[config.mk]
export PLATFORM = sky130hd
export DESIGN_NAME = rect_list_drawer
export DESIGN_NICKNAME = d
export VERILOG_FILES = /design/src/rtl/draw_pkg.sv /design/src/rtl/rect_raster.sv /design/src/rtl/rect_list_drawer.sv
export SDC_FILE = /design/constraint.sdc
export NUM_CORES = 1
export LEC_CHECK = 0
export BUFFER_PORTS_ARGS = -buffer_cell sky130_fd_sc_hd__buf_2
export CAP_MARGIN = 20
export CORE_ASPECT_RATIO = 1.4
export CORE_MARGIN = 10
export CORE_UTILIZATION = 56
export CTS_BUF_LIST = sky130_fd_sc_hd__clkbuf_4 sky130_fd_sc_hd__clkbuf_8
export CTS_CLUSTER_SIZE = 16
export DETAILED_ROUTE_END_ITERATION = 10
export GPL_TIMING_DRIVEN = 0
export HOLD_SLACK_MARGIN = 0.05
export PLACE_DENSITY_LB_ADDON = 0.08
export SLEW_MARGIN = 5
export SYNTH_ARGS = -nofsm -noshare
export SYNTH_HDL_FRONTEND = slang
export SYNTH_SLANG_ARGS = --single-unit
[constraint.sdc]
create_clock -name clock -period 3.2 [get_ports clock]
set_input_delay 0.16 -clock clock [delete_from_list [all_inputs] [get_ports clock]]
set_output_delay 0.16 -clock clock [all_outputs]
set_load 0.01 [all_outputs]
[src/rtl/draw_pkg.sv]
// Shared types and screen constants for the rectangle list drawer.
// Contents: run-state enum, ROM descriptor record, default screen limits.
// Included by rect_list_drawer and rect_raster.
package draw_pkg;

  // Run sequencing states of the drawer FSM.
  typedef enum logic [2:0] {
    IDLE,
    FETCH,
    LOAD,
    DRAW,
    NEXT,
    DONE
  } state_t;

  // Default field widths of one ROM descriptor (match the VGA adapter).
  localparam int DEF_X_W      = 8;
  localparam int DEF_Y_W      = 7;
  localparam int DEF_COLOUR_W = 3;

  // Visible screen area; pixels outside it are clipped when clipping is on.
  localparam int DEF_X_MAX = 160;
  localparam int DEF_Y_MAX = 120;

  // Layout of one rectangle record as stored in the descriptor ROM.
  typedef struct packed {
    logic [DEF_X_W-1:0]      x;
    logic [DEF_Y_W-1:0]      y;
    logic [DEF_X_W-1:0]      w;
    logic [DEF_Y_W-1:0]      h;
    logic [DEF_COLOUR_W-1:0] colour;
  } rect_desc_t;

endpackage

[src/rtl/rect_raster.sv]
// Purpose: rasterises one latched rectangle, one pixel per DRAW cycle, with optional clipping.
// Latency: pixel for a stepping cycle is registered on plot/x/y/colour one clock later.
// Backpressure: hold freezes the cx/cy counters and suppresses plot for that cycle.
//
// Ports:
//   clock, reset            - clock, async active-high reset
//   load                    - latch rect_* descriptor and clear counters (FSM in LOAD)
//   draw                    - FSM is in DRAW; one pixel per cycle unless hold
//   hold                    - stall request
//   erase                   - force colour 0 for the whole run
//   rect_x/y/w/h/colour     - descriptor fields from the ROM
//   last_pixel              - combinational, high in the cycle the final pixel is stepped
//   plot, x, y, colour      - registered pixel write port
module rect_raster
  import draw_pkg::*;
#(
  parameter int X_W      = DEF_X_W,
  parameter int Y_W      = DEF_Y_W,
  parameter int COLOUR_W = DEF_COLOUR_W,
  parameter int X_MAX    = DEF_X_MAX,
  parameter int Y_MAX    = DEF_Y_MAX,
  parameter int CLIP     = 1
) (
  input  logic                clock,
  input  logic                reset,
  input  logic                load,
  input  logic                draw,
  input  logic                hold,
  input  logic                erase,
  input  logic [X_W-1:0]      rect_x,
  input  logic [Y_W-1:0]      rect_y,
  input  logic [X_W-1:0]      rect_w,
  input  logic [Y_W-1:0]      rect_h,
  input  logic [COLOUR_W-1:0] rect_colour,
  output logic                last_pixel,
  output logic                plot,
  output logic [X_W-1:0]      x,
  output logic [Y_W-1:0]      y,
  output logic [COLOUR_W-1:0] colour
);

  // One extra bit so a limit equal to 2^W (nothing clipped) is representable.
  localparam logic [X_W:0]   X_LIM   = (X_W+1)'(X_MAX);
  localparam logic [Y_W:0]   Y_LIM   = (Y_W+1)'(Y_MAX);
  localparam logic [X_W-1:0] X_ONE   = X_W'(1);
  localparam logic [Y_W-1:0] Y_ONE   = Y_W'(1);
  localparam bit             CLIP_EN = (CLIP != 0);

  logic [X_W-1:0]      rx, rw, cx, px;
  logic [Y_W-1:0]      ry, rh, cy, py;
  logic [COLOUR_W-1:0] rcol;
  logic                step;
  logic                clipped;
  logic                row_end;

  assign step    = draw && !hold;
  // Coordinates wrap at the field width; the carry is intentionally dropped.
  assign px      = rx + cx;
  assign py      = ry + cy;
  assign clipped = CLIP_EN && (({1'b0, px} >= X_LIM) || ({1'b0, py} >= Y_LIM));
  assign row_end = (cx == rw - X_ONE);
  assign last_pixel = step && row_end && (cy == rh - Y_ONE);

  always_ff @(posedge clock or posedge reset) begin
    if (reset) begin
      rx     <= '0;
      ry     <= '0;
      rw     <= '0;
      rh     <= '0;
      rcol   <= '0;
      cx     <= '0;
      cy     <= '0;
      plot   <= 1'b0;
      x      <= '0;
      y      <= '0;
      colour <= '0;
    end else begin
      plot <= 1'b0;
      if (load) begin
        rx   <= rect_x;
        ry   <= rect_y;
        rw   <= rect_w;
        rh   <= rect_h;
        rcol <= rect_colour;
        cx   <= '0;
        cy   <= '0;
      end else if (step) begin
        // A clipped pixel still spends its cycle, it just does not strobe.
        plot   <= !clipped;
        x      <= px;
        y      <= py;
        colour <= erase ? '0 : rcol;
        if (row_end) begin
          cx <= '0;
          cy <= cy + Y_ONE;
        end else begin
          cx <= cx + X_ONE;
        end
      end
    end
  end

endmodule

[src/rtl/rect_list_drawer.sv]
// Purpose: walks NUM_RECTS ROM descriptors and rasterises each onto the VGA plot port.
// Latency: start at t -> FETCH t+1, LOAD t+2, first DRAW t+3, first plot t+4; 3+w*h cycles per rect.
// Backpressure: hold stalls pixel stepping in DRAW only; start is ignored unless IDLE.
//
// Ports:
//   clock, reset          - clock, async active-high reset
//   start, erase          - run request (IDLE only) and erase mode sampled with it
//   hold                  - stall rasterisation
//   rect_idx              - ROM read address, valid from FETCH; ROM data expected in LOAD
//   rect_x/y/w/h/colour   - descriptor read back from the synchronous ROM
//   plot, x, y, colour    - registered pixel write port
//   busy, done            - busy FETCH..NEXT, done one-cycle pulse after the final NEXT
module rect_list_drawer
  import draw_pkg::*;
#(
  parameter int NUM_RECTS = 11,
  parameter int X_W       = DEF_X_W,
  parameter int Y_W       = DEF_Y_W,
  parameter int COLOUR_W  = DEF_COLOUR_W,
  parameter int X_MAX     = DEF_X_MAX,
  parameter int Y_MAX     = DEF_Y_MAX,
  parameter int CLIP      = 1,
  localparam int IDX_W    = (NUM_RECTS > 1) ? $clog2(NUM_RECTS) : 1
) (
  input  logic                clock,
  input  logic                reset,
  input  logic                start,
  input  logic                erase,
  input  logic                hold,
  output logic [IDX_W-1:0]    rect_idx,
  input  logic [X_W-1:0]      rect_x,
  input  logic [Y_W-1:0]      rect_y,
  input  logic [X_W-1:0]      rect_w,
  input  logic [Y_W-1:0]      rect_h,
  input  logic [COLOUR_W-1:0] rect_colour,
  output logic                plot,
  output logic [X_W-1:0]      x,
  output logic [Y_W-1:0]      y,
  output logic [COLOUR_W-1:0] colour,
  output logic                busy,
  output logic                done
);

  localparam logic [IDX_W-1:0] LAST_IDX = IDX_W'(NUM_RECTS - 1);
  localparam logic [IDX_W-1:0] IDX_ONE  = IDX_W'(1);

  state_t state;
  logic   erase_q;
  logic   last_pixel;

  always_ff @(posedge clock or posedge reset) begin
    if (reset) begin
      state    <= IDLE;
      rect_idx <= '0;
      erase_q  <= 1'b0;
      busy     <= 1'b0;
      done     <= 1'b0;
    end else begin
      done <= 1'b0;
      case (state)
        IDLE: begin
          if (start) begin
            state    <= FETCH;
            erase_q  <= erase;
            rect_idx <= '0;
            busy     <= 1'b1;
          end
        end
        FETCH: state <= LOAD;
        // ROM output is valid this cycle; an empty rectangle goes straight to NEXT.
        LOAD: begin
          if ((rect_w == '0) || (rect_h == '0)) state <= NEXT;
          else                                  state <= DRAW;
        end
        DRAW: begin
          if (last_pixel) state <= NEXT;
        end
        NEXT: begin
          if (rect_idx == LAST_IDX) begin
            state <= DONE;
            busy  <= 1'b0;
            done  <= 1'b1;
          end else begin
            rect_idx <= rect_idx + IDX_ONE;
            state    <= FETCH;
          end
        end
        // start is not looked at here, so a request in the done cycle is dropped.
        DONE: begin
          state    <= IDLE;
          rect_idx <= '0;
        end
        default: state <= IDLE;
      endcase
    end
  end

  rect_raster #(
    .X_W      (X_W),
    .Y_W      (Y_W),
    .COLOUR_W (COLOUR_W),
    .X_MAX    (X_MAX),
    .Y_MAX    (Y_MAX),
    .CLIP     (CLIP)
  ) u_raster (
    .clock       (clock),
    .reset       (reset),
    .load        (state == LOAD),
    .draw        (state == DRAW),
    .hold        (hold),
    .erase       (erase_q),
    .rect_x      (rect_x),
    .rect_y      (rect_y),
    .rect_w      (rect_w),
    .rect_h      (rect_h),
    .rect_colour (rect_colour),
    .last_pixel  (last_pixel),
    .plot        (plot),
    .x           (x),
    .y           (y),
    .colour      (colour)
  );

endmodule

**After elaboration in Yosys (flattened, before gate mapping)**

Index checks and enable logic that the tools add are counted.
W data, S select, Z words.

- Div/mod/pow operators: 0
- Shifts and indexed selects: 0
- Reduce and logical (&&, ||, !) cells: 20
- Mux-type cells: 22
- Multiply operators: 0
- Eq/ne operators: 12
- Bitwise gates (word level): 1
- $lt $le $gt $ge: 2
- Add/subtract/negate cells: 7

Operators with widths:

| operator | number |
|---|---|
| $mux W8 | 3 |
| $mux W7 | 3 |
| $mux W3 | 5 |
| $pmux W3 S5 | 1 |
| $pmux W4 S3 | 1 |
| $add A8 B1 Y8 const B | 1 |
| $add A8 B8 Y8 | 1 |
| $eq A8 B8 Y1 | 1 |
| $ge A8 B8 Y1 const B | 1 |
| $logic_not A8 Y1 | 1 |
| $mux W4 | 2 |
| $ne A2 B2 Y1 const B | 4 |
| $reduce_and A2 Y1 | 4 |
| $sub A8 B1 Y8 const B | 1 |
| $add A7 B1 Y7 const B | 1 |
| $add A7 B7 Y7 | 1 |
| $eq A7 B7 Y1 | 1 |
| $ge A7 B7 Y1 const B | 1 |
| $logic_not A7 Y1 | 1 |
| $sub A7 B1 Y7 const B | 1 |
| $eq A3 B2 Y1 const B | 2 |
| $eq A3 B3 Y1 const B | 2 |
| $mux W1 | 6 |
| $reduce_and A3 Y1 | 2 |
| 11 further kinds | 17 |

- Bits in read-only memories: 0
- Bits in registers: 77
- Output and inout port bits: 25
- Bits in latches: 0
- RAM bits: 0
- Input port bits: 38
- Logic and storage cells: 80
- Memories kept: 0

**Logic depth before layout (Yosys ltp)**

- Word-level depth: 6
- Gate-level depth with buffers: 9
- Depth with buffers taken out: 9

**Cells and area by module**

A second synthesis with hierarchy kept.

- Cells, all modules: 416
- Area, all modules: 4259.1 um2

By module, submodules not included:

| module | area each (um2) | seq. area each (um2) | times used | cells each |
|---|---|---|---|---|
| rect_raster | 3657.3 | 1676.6 | 1 | 357 |
| rect_list_drawer | 601.8 | 250.2 | 1 | 59 |

**Worst setup path after synthesis**

OpenSTA, ideal clock, no wires.

- Kind: register -> register
- Start: register u_raster.rh[0]
- End: register state[2]
- Arrival time: 2.319 ns
- Path buffers: 0
- Cell stages (with the launch flop): 9
- Clock period less this slack: 2.385 ns
- Slack: 0.815 ns
- Library setup time: 0.066 ns
- Required time: 3.134 ns
- Path through: dfrtp_1 -> inv_1 -> ha_1 -> or3b_1 -> or4_4 -> a2111oi_4 -> nand3_1 -> o31ai_2 -> a31o_1

- Word-level cells in the longest chain between the ends: 5

Ends and longest elaborated chain:

| what | RTL line | source |
|---|---|---|
| start, declared | rect_raster.sv:50 | `logic [Y_W-1:0] ry, rh, cy, py;` |
| start signal, assigned | rect_raster.sv:83 | `rh <= rect_h;` |
| $sub A7 B1 Y7 | rect_raster.sv:62 | `assign last_pixel = step && row_end && (cy == rh - Y_ONE);` |
| $eq A7 B7 Y1 | rect_raster.sv:62 |  |
| $logic_and A1 B1 Y1 | rect_raster.sv:62 |  |
| $ne A2 B2 Y1 (no source line) | - |  |
| $reduce_and A2 Y1 (no source line) | - |  |
| end signal, assigned | rect_list_drawer.sv:53 | `state <= IDLE;` |
| end signal, assigned | rect_list_drawer.sv:63 | `state <= FETCH;` |
| end signal, assigned | rect_list_drawer.sv:69 | `FETCH: state <= LOAD;` |
| end, declared | rect_list_drawer.sv:47 | `state_t state;` |

Every way passes these cells.
A chain may end at the register's enable or synchronous reset.

**Worst setup path after layout**

- Start: register u_raster.cx[3]
- End: register u_raster.cy[6]

- Word-level cells in the longest chain between the ends: 3

Ends and longest elaborated chain:

| what | RTL line | source |
|---|---|---|
| start, declared | rect_raster.sv:49 | `logic [X_W-1:0] rx, rw, cx, px;` |
| start signal, assigned | rect_raster.sv:97 | `cx <= cx + X_ONE;` |
| $eq A8 B8 Y1 | rect_raster.sv:61 | `assign row_end = (cx == rw - X_ONE);` |
| $reduce_bool A2 Y1 (no source line) | - |  |
| $reduce_and A2 Y1 (no source line) | - |  |
| end signal, assigned | rect_raster.sv:95 | `cy <= cy + Y_ONE;` |
| end, declared | rect_raster.sv:50 |  |

Every way passes these cells.

==> reports/qor.txt <==
Pre-antenna DRT Iters -> 5
Grt ovf -> 0
Routed Antenna Nets -> 0
Detailed-route DRC error count -> 0
Cell area after synthesis -> 0.00433 mm²
Avg Inst Size Synth -> 8.81 µm²
Worst skew pair latency -> 0.36 ns
Clk sink count -> 77
Number of nets in the layout -> 660
Die Y-Extent -> 124 µm
Worst vdd ir -> 511 µV
CTS tree -> built
Worst-Margin Slew -> 0.780 ns
Routed WL -> 11,400 µm
Top delay family on crit path -> compound AO/OA/AOI/OAI gates
Worst hold-check path type -> input port to flip-flop
Clk buf depth -> 2
DP Wirelength -> 8110 µm
Tot Pwr -> 4.53 mW
Largest net degree at the start of global routing -> 51
IO Count -> 63
1st-iter DRT viols -> 209
Rel. slew slack -> 0.473
Share of total power in sequential cells -> 0.358
CP Cell Sequence -> buf_2, nand2_1, a2111oi_0, a311oi_1, a221o_1, clkbuf_1, nor3_1, mux2i_1
Diode count -> 0
FF-to-FF Start -> u_raster.cx[3]
Pre-CTS WS -> 0.598 ns
Fill cell count -> 606
Period utilisation layout -> 0.846
Timing startpoint of the critical path -> u_raster.cx[3]
Internal power -> 2.56 mW
Crit path DAT -> 2.98 ns
Critical path class -> flip-flop to flip-flop
# setup viols final -> 0
Synth unique cells -> 57
Fmax -> 370 MHz
Die width -> 94.4 µm
Ratio of cells with drive above 1 in the final layout -> 0.155
Number of synthesis warnings -> 0
Port Buffers -> 62
Worst hold slack -> 0.129 ns
Fin crit period -> 2.71 ns
Switch Pwr -> 1.97 mW
DR vias -> 3,849
Post-synthesis sequential area ratio -> 0.445
Crit-path max FO -> 10
Post-route setup slack -> 0.494 ns
Row count -> 37
Synthesized net count -> 551
Drt wl/cell -> 16.3 µm
First-pass GRT wire length -> 18,900 µm
Worst Skew -> 0.00842 ns
Vias per cell -> 5.48
Initial Util -> 0.582
Buffers & Inverters on Critical Path -> 2
Htree depth -> 3
Max-Cap Viols -> 0
Area delta synth->final -> 23.3%
CP Capture Type -> flip-flop
Pins Over Slew Limit -> 0
Asr flop ratio synth -> 1.00
Crit-path max cell delay -> 0.52 ns
Tot GR Track Use -> 0.204
Synthesis-stage register bit count -> 77
PostCTS Resize Cnt -> 0
Post-synth EDFFs -> 0
Run status -> complete, no violations
RSZ-0062 raised after global routing -> false
Startpoint types -> flip-flop
Setup_tns -> 0 ns
Power per cell area -> 848 mW/mm²
Static Leak -> 2.60 nW
CTS Buf Count -> 9
Routability congestion estimate -> 0.875
Hold_sp -> start
Clock share of power -> 0.165
Vias in the first global route -> 3,981
Clk root buf -> clkbuf_8
Switching share of power -> 0.435
Combinational fraction of design power -> 0.476
Required time of the worst setup path -> 3.47 ns
Clock transition at the registers of the reported paths -> 0.08 ns
CP max stage cell -> a2111oi_0
Die area -> 0.0117 mm²
Ys flop type -> dfrtp_1
Antenna violations before repair -> 0
Final Hold Fails -> 0
Core box area -> 0.00745 mm²
Mapped Cells -> 492
sequential cells by signal, summed over array words and instances (netlist names), 7 cells and up:
name         count
u_raster.rw      8
u_raster.rh      7
u_raster.x       8
u_raster.cy      7
u_raster.ry      7
u_raster.rx      8
u_raster.y       7
u_raster.cx      8
worst register-to-register path, stage by stage (launching register included):
cell and delay (ns):
dfrtp_1 0.42, buf_2 0.23, nand2_1 0.06, a2111oi_0 0.52
a311oi_1 0.15, a221o_1 0.42, clkbuf_1 0.25, nor3_1 0.31
mux2i_1 0.25
cell usage in the layout (no fill, tap or decap), drive strengths merged, types with 3 or more instances in the layout:
master       count
nand2b          10
nand2          142
nand3b           5
mux2i            8
clkbuf          30
nor2b            4
a21o             6
nor4             4
o31ai            7
o21ai           25
ha              19
and3             3
dlygate4sd3     35
nand4            7
a21oi           14
and4             3
xor2            14
or3b             3
dfrtp           77
buf             67
or2              3
inv             15
o21a             3
nand3           12
xnor2           16
nor3            17
nor2            21
area by class of cell:
class | count | area, µm² | area share
Clock buffer | 11 | 151 | 0.0283
Multi-Input combinational cell | 377 | 2260 | 0.423
Clock inverter | 4 | 47.5 | 0.00890
Inverter | 15 | 58.8 | 0.0110
Timing Repair Buffer | 98 | 688 | 0.129
Buffer | 23 | 88.8 | 0.0166
Tap cell | 97 | 121 | 0.0227
Sequential cell | 77 | 1930 | 0.360
cell usage after synthesis, types with 2 or more instances:
cell type  instances  area share
a21o_1             6       0.010
a21oi_1           14       0.016
a31oi_1            2      0.0029
and2_1             2      0.0029
and3_1             3      0.0043
and4_1             3      0.0061
buf_1              2      0.0017
buf_2              2      0.0023
clkbuf_1          19       0.016
dfrtp_1           77        0.44
fa_1               2      0.0092
ha_1              19       0.055
inv_1             15       0.013
mux2_2             2      0.0052
mux2i_1            8       0.018
nand2_1          142        0.12
nand2b_1          10       0.014
nand3_1           12       0.014
nand3b_1           5      0.0087
nand4_1            6      0.0087
nor2_1            21       0.018
nor2b_1            4      0.0058
nor3_1            16       0.018
nor4_1             4      0.0058
o211ai_1           2      0.0035
o21a_1             3      0.0052
o21ai_0           25       0.029
o21bai_1           2      0.0035
o31ai_1            6       0.010
or2_2              2      0.0029
or3b_2             2      0.0040
xnor2_1           16       0.032
xor2_1            14       0.028
path summary, 6_finish.rpt:
check                                endpoint  slack (ns)  depth (start not counted)
min                                      busy        0.13                          3
max                            u_raster.cy[6]        0.49                          8
max reg2reg                    u_raster.cy[6]        0.49                          8
max in group asynchronous      u_raster.rx[3]        2.31                          4
min reg2reg                u_raster.colour[2]        0.47                          2
min in group asynchronous      u_raster.ry[4]        0.33                          3
routing by layer:
layer | routed length [µm] | track usage | up-vias
met1 | 4490 | 0.223 | 1846
met2 | 6240 | 0.380 | 97
met3 | 517 | 0.0433 | 21
met5 | 0 | 0 | -
li1 | - | - | 1885
met4 | 177 | 0.0657 | 0
logic make-up (layout without fill, tap and decap cells):
family,count (synthesis),in the layout,share of synthesized area
xor gates and xnor gates,30,30,0.0606
adders and majority gates,21,21,0.0641
DFF,77,77,0.445
and+or+nand+nor,243,243,0.261
muxes,10,10,0.0237
buffers and inverters,38,151,0.0335
AOI/OAI and AO/OA,73,73,0.113
power groups by stage:
stage                     combinational [mW]  clock [mW]  sequential (mW)
final                                   2.16       0.750             1.62
after global routing                    2.44       0.798             1.67
after CTS                               2.15       0.765             1.62
after detailed placement                2.10           0             1.64
after global placement                  2.02           0             1.63
after floorplan                         1.47           0             1.62
repair_timing:
item                                   in CTS  in global routing
buffers inserted                            0                  0
endpoints found under the hold margin      61                  0
hold buffers                               35                  0
setup endpoints to repair                   0                  0
stage by stage:
| stage | instance area [µm²] | instances | utilization |
|---|---|---|---|
| floorplan | 4330 | 492 | - |
| global placement | 4770 | 651 | 0.639 |
| detailed placement | 4800 | 652 | 0.643 |
| CTS | 5350 | 702 | 0.717 |
| global route | 5350 | 702 | 0.717 |
| finish | 5350 | 702 | 0.717 |
(Power assumes the default switching activity.)
